[src/rtl/video_timing_pkg.sv]
// Shared raster types, FSM encodings and timing helpers for the video timing block.
package video_timing_pkg;
  localparam int CLK_PER_PIXEL = 4;

  localparam logic [0:0] ST_IDLE = 1'b0;
  localparam logic [0:0] ST_RUN  = 1'b1;

  typedef struct packed {
    logic [1:0] phase;
    logic [9:0] h;
    logic [9:0] v;
  } raster_t;

  // The external scanline bus is 9 bits; lines past 510 read as all-ones.
  function automatic logic [8:0] sat_line(input logic [9:0] v);
    return (v >= 10'd511) ? 9'h1FF : v[8:0];
  endfunction
endpackage

[src/rtl/raster_counter.sv]
// Pixel phase, horizontal and vertical counters with wrap strobes.
module raster_counter
  import video_timing_pkg::*;
#(
  parameter int H_TOTAL = 800,
  parameter int V_TOTAL = 525
) (
  input  logic    clk,
  input  logic    rst,
  input  logic    adv,
  output raster_t pos,
  output raster_t nxt,
  output logic    h_wrap,
  output logic    v_wrap
);
  logic ph_end;

  // nxt is exposed so the top can register its decodes on the same edge.
  always_comb begin
    ph_end = pos.phase == 2'(CLK_PER_PIXEL - 1);
    h_wrap = adv && ph_end && pos.h == 10'(H_TOTAL - 1);
    v_wrap = h_wrap && pos.v == 10'(V_TOTAL - 1);
    nxt    = pos;
    if (rst || !adv) begin
      nxt = '0;
    end else begin
      nxt.phase = ph_end ? 2'd0 : pos.phase + 2'd1;
      if (ph_end) nxt.h = h_wrap ? 10'd0 : pos.h + 10'd1;
      if (h_wrap) nxt.v = v_wrap ? 10'd0 : pos.v + 10'd1;
    end
  end

  always_ff @(posedge clk) begin
    if (rst) pos <= '0;
    else     pos <= nxt;
  end
endmodule

[src/rtl/video_timing.sv]
// Raster timing generator: counters, sync/blank decode, vblank irq and frame-latched scroll.
module video_timing
  import video_timing_pkg::*;
#(
  parameter int H_VISIBLE = 640,
  parameter int H_FRONT   = 16,
  parameter int H_SYNC    = 96,
  parameter int H_BACK    = 48,
  parameter int V_VISIBLE = 480,
  parameter int V_FRONT   = 10,
  parameter int V_SYNC    = 2,
  parameter int V_BACK    = 33,
  parameter bit SYNC_POL  = 1'b0
) (
  input  logic       clk,
  input  logic       rst,
  input  logic       en,
  input  logic       cfg_we,
  input  logic       cfg_sel,
  input  logic [9:0] cfg_wdata,
  input  logic       irq_ack,
  output logic [9:0] cycle,
  output logic [8:0] scanline,
  output logic [1:0] pixel_phase,
  output logic       pixel_tick,
  output logic       hsync,
  output logic       vsync,
  output logic       active,
  output logic       vblank,
  output logic [7:0] frame_count,
  output logic       irq,
  output logic [9:0] scroll_x,
  output logic [8:0] scroll_y
);
  localparam int H_TOTAL  = H_VISIBLE + H_FRONT + H_SYNC + H_BACK;
  localparam int V_TOTAL  = V_VISIBLE + V_FRONT + V_SYNC + V_BACK;
  localparam int HS_START = H_VISIBLE + H_FRONT;
  localparam int HS_END   = HS_START + H_SYNC - 1;
  localparam int VS_START = V_VISIBLE + V_FRONT;
  localparam int VS_END   = VS_START + V_SYNC - 1;

  logic [0:0] state;
  logic       adv, run_nxt, copy, irq_set, h_wrap, v_wrap;
  logic [9:0] shadow_x;
  logic [8:0] shadow_y;
  raster_t    pos, nxt;

  assign run_nxt = !rst && en;
  assign adv     = run_nxt && state == ST_RUN;
  assign copy    = (run_nxt && state == ST_IDLE) || v_wrap;
  assign irq_set = h_wrap && pos.v == 10'(V_VISIBLE - 1);

  raster_counter #(.H_TOTAL(H_TOTAL), .V_TOTAL(V_TOTAL)) u_cnt (
    .clk(clk), .rst(rst), .adv(adv), .pos(pos), .nxt(nxt),
    .h_wrap(h_wrap), .v_wrap(v_wrap)
  );

  assign cycle       = pos.h;
  assign pixel_phase = pos.phase;

  always_ff @(posedge clk) begin
    if (rst) state <= ST_IDLE;
    else     state <= en ? ST_RUN : ST_IDLE;
  end

  // Decodes look at the next counter values so they line up with the counters.
  always_ff @(posedge clk) begin
    if (rst) begin
      scanline   <= '0;
      pixel_tick <= 1'b0;
      hsync      <= ~SYNC_POL;
      vsync      <= ~SYNC_POL;
      active     <= 1'b0;
      vblank     <= 1'b0;
    end else begin
      scanline   <= sat_line(nxt.v);
      pixel_tick <= nxt.phase == 2'(CLK_PER_PIXEL - 1);
      hsync      <= (run_nxt && nxt.h >= 10'(HS_START) && nxt.h <= 10'(HS_END)) ? SYNC_POL : ~SYNC_POL;
      vsync      <= (run_nxt && nxt.v >= 10'(VS_START) && nxt.v <= 10'(VS_END)) ? SYNC_POL : ~SYNC_POL;
      active     <= run_nxt && nxt.h < 10'(H_VISIBLE) && nxt.v < 10'(V_VISIBLE);
      vblank     <= nxt.v >= 10'(V_VISIBLE);
    end
  end

  always_ff @(posedge clk) begin
    if (rst) begin
      irq         <= 1'b0;
      frame_count <= '0;
    end else begin
      if (irq_set)      irq <= 1'b1;
      else if (irq_ack) irq <= 1'b0;
      if (irq_set) frame_count <= frame_count + 8'd1;
    end
  end

  // Copy samples the pre-write shadow, so a coinciding write lands a frame later.
  always_ff @(posedge clk) begin
    if (rst) begin
      shadow_x <= '0;
      shadow_y <= '0;
      scroll_x <= '0;
      scroll_y <= '0;
    end else begin
      if (cfg_we && !cfg_sel) shadow_x <= cfg_wdata;
      if (cfg_we && cfg_sel)  shadow_y <= cfg_wdata[8:0];
      if (copy) begin
        scroll_x <= shadow_x;
        scroll_y <= shadow_y;
      end
    end
  end
endmodule

[config.mk]
export PLATFORM = sky130hd
export DESIGN_NAME = video_timing
export DESIGN_NICKNAME = d
export VERILOG_FILES = /design/src/rtl/video_timing_pkg.sv /design/src/rtl/raster_counter.sv /design/src/rtl/video_timing.sv
export SDC_FILE = /design/constraint.sdc
export NUM_CORES = 1
export LEC_CHECK = 0
export CAP_MARGIN = 15
export CORE_MARGIN = 8
export CORE_UTILIZATION = 51
export CTS_CLUSTER_SIZE = 24
export DETAILED_ROUTE_END_ITERATION = 6
export GPL_ROUTABILITY_DRIVEN = 0
export PLACE_DENSITY = 0.79
export RECOVER_POWER = 25
export SLEW_MARGIN = 30
export SYNTH_ARGS = -nofsm -noshare
export SYNTH_HDL_FRONTEND = slang
export SYNTH_SLANG_ARGS = --single-unit
[constraint.sdc]
create_clock -name clk -period 2.65 [get_ports clk]
set_input_delay 0.53 -clock clk [delete_from_list [all_inputs] [get_ports clk]]
set_output_delay 0.53 -clock clk [all_outputs]
set_load 0.01 [all_outputs]
==> impl_metrics.tcl, run 1 <==
set metrics [dict create \
    end_kind "flip-flop" \
    synthCells 402 \
    finalCriticalPeriod_ns 2.443 \
    ys_top_cells_by_area "dfxtp_1 49%, nand2_1 9.1%, a21oi_1 6.9%" \
    hold_buffers 0 \
    synth_flop_cell "dfxtp_1" \
    critPathMaxStageDelay_ns 0.56 \
    hold_depth 2 \
    rsz0062_at_grt "no" \
    antenna_found_initial 0 \
    clk_latency_ns 0.35 \
    total_power_mw 2.499 \
    synth_edf_count 0 \
    crit_required_ns 2.87 \
    path_cells "dlygate4sd3_1 -> and3b_1 -> clkbuf_1 -> nand4_2 -> nor4_1 -> xnor2_1 -> nor2_1" \
    setup-violations-final 0 \
    area_delta_synth_final_pct 27.55 \
    crit_arrival_ns 2.67 \
    wire_per_inst_um 14.29 \
    postCtsSetupBuffers 0 \
    syn-num-nets 423 \
    fillCellCount 561 \
    yosysSeqAreaShare_pct 48.98 \
    drv_cap 0 \
    hold_violations 0 \
    dp_hpwl_um 5728 \
    grt_pass1_wl_um 13230 \
    clock_path_buffers 2 \
    tns_ns 0 \
    drtIter0Drc 127 \
    finalCritPeriodShare_pct 92.17 \
    htreeDepth 3 \
    cp.depth 7 \
    routed_wl_um 7830 \
    ioPinCount 70 \
    start_util_pct 51.68 \
    cts_sinks 84 \
    cts-root-buf "clkbuf_8" \
    path_clk_slew_ns 0.08 \
    ff2ff_path_depth 8 \
    leakagePower_nw 1.584 \
    synth_common_cells "84 x dfxtp_1, 83 x nand2_1, 47 x a21oi_1" \
    overflow 0 \
    synth.most_common_cell "dfxtp_1" \
    grt_max_degree 48 \
    grt.total_usage_pct 16.77 \
    register_area_um2 1682 \
    port_buffers 69 \
    crit_family "simple AND/OR/NAND/NOR gates" \
    synth_area_um2 3433 \
    n_antenna_cell 0 \
    slowest_stage "dlygate4sd3_1" \
    outcome "complete, no violations" \
    yosysWarnings 0 \
    num_rows 30 \
    ant_nets 0 \
    drc 0 \
    max_freq_mhz 409.4 \
    crit_fanout 10 \
    cts_resized 0 \
    vias 2934 \
    die_h_um 98.05 \
    dieArea_um2 9614 \
    ys_types 46 \
    syn_avg_cell_area_um2 8.541 \
    final_nets 484 \
    multi_input_area_um2 1536 \
    yosys.area.top_type "dfxtp_1" \
    ys_ff_latch 84 \
    ir_drop_uv 288.9 \
    crit_buf_inv 2 \
    critPathKind "in -> reg" \
    netlist.area_leader.share_pct 48.98 \
    cts_buffers 9 \
    avgViaCountPerCell 5.354 \
    start_kind "input pin" \
    cts_tree "done" \
    drive_above_1_share_pct 7.692 \
    die_w_um 98.05 \
    detail_route.first_pass.iterations 4 \
    hp-class "reg -> reg" \
    power_density_nw_per_um2 570.6 \
    relSlewSlack_pct 60.20 \
    first_global_vias 2879 \
    tightest_slew_ns 0.5970 \
    skew_ns 0.01154 \
    async_reset_ff_share_pct 0 \
    slew_violations 0 \
    core-area_um2 6644 \
    hold_ws_ns 0.4544 \
]
==> state kept, by name, indices dropped and copies added, names as in the netlist <==
signal,flops
pixel_tick,1
hsync,1
u_cnt.pos,22
scanline,9
vsync,1
state,1
scroll_y,9
irq,1
scroll_x,10
active,1
vblank,1
frame_count,8
shadow_x,10
shadow_y,9
==> per-stage QoR <==
| stage | area (um^2) | util (%) | cells | setup slack, ns |
|---|---|---|---|---|
| global placement | 4121 | 62.03 | 529 | 0.1660 |
| floorplan | 3433 | - | 402 | 0.5075 |
| finish | 4379 | 65.91 | 548 | 0.2075 |
| global route | 4379 | 65.91 | 548 | 0.1148 |
| CTS | 4368 | 65.74 | 545 | 0.1365 |
| detailed placement | 4121 | 62.03 | 529 | 0.09664 |
==> layer usage <==
layer / global-route usage [%] / wire length (um) / up-vias
met5: 0 / 0 / -
li1: - / - / 1468
met4: 7.674 / 170 / 0
met1: 18.40 / 3234 / 1355
met2: 29.45 / 3910 / 92
met3: 4.481 / 514 / 19
==> tightest hold or removal path, cell delays in order, from the launching register on <==
cell     delay (ns)
dfxtp_1        0.31
nand2_1        0.05
a21oi_1        0.05
==> power by group <==
| group | switching [mW] | internal (mW) |
|---|---|---|
| combinational | 0.0594 | 0.0466 |
| clock | 0.470 | 0.632 |
| sequential | 0.00981 | 1.28 |
==> logic make-up after synthesis <==
kind of cell	Yosys count	synth area share, %
AND/OR/NAND/NOR	183	26.82
flip-flops	84	48.98
AO/OA/AOI/OAI	67	10.64
buffers and inverters	42	6.268
XOR/XNOR	18	4.592
adder cells (fa/ha/maj)	5	1.822
multiplexers	3	0.8747
==> layout by cell type, fill, tap and decap left out, types with 10 or more instances in the layout <==
| cell type | instances |
|---|---|
| dfxtp_1 | 84 |
| nand2_1 | 83 |
| clkdlybuf4s50_1 | 56 |
| a21oi_1 | 47 |
| nor2_1 | 22 |
| nand3_1 | 21 |
| dlygate4sd3_1 | 13 |
| inv_1 | 10 |
| o21ai_0 | 10 |
| buf_4 | 10 |
==> worst paths after layout <==
check / startpoint / end / slack (ns)
worst max-delay path: rst / frame_count[7]$_SDFFE_PP0P_ / 0.21
worst min-delay path: scroll_y[0]$_SDFFE_PP0P_ / scroll_y[0]$_SDFFE_PP0P_ / 0.45
worst max register to register: u_cnt.pos[15]$_SDFF_PP0_ / scanline[2]$_SDFF_PP0_ / 0.31
worst min register to register: scroll_y[0]$_SDFFE_PP0P_ / scroll_y[0]$_SDFFE_PP0P_ / 0.45
==> layout make-up <==
type | instances | area share, %
Sequential cell | 84 | 38.40
Timing Repair Buffer | 82 | 17.74
Clock inverter | 7 | 2.800
Inverter | 10 | 0.8571
Multi-Input combinational cell | 276 | 35.09
Tap cell | 80 | 2.286
Clock buffer | 9 | 2.829
Power figures use the tool's default switching activity.
==> inputs of run 2 (changes only) <==
SETUP_SLACK_MARGIN = 0.05   (was default)
==> results of run 2 <==
The final DEF is identical to that of run 1; final timing and power are the same.
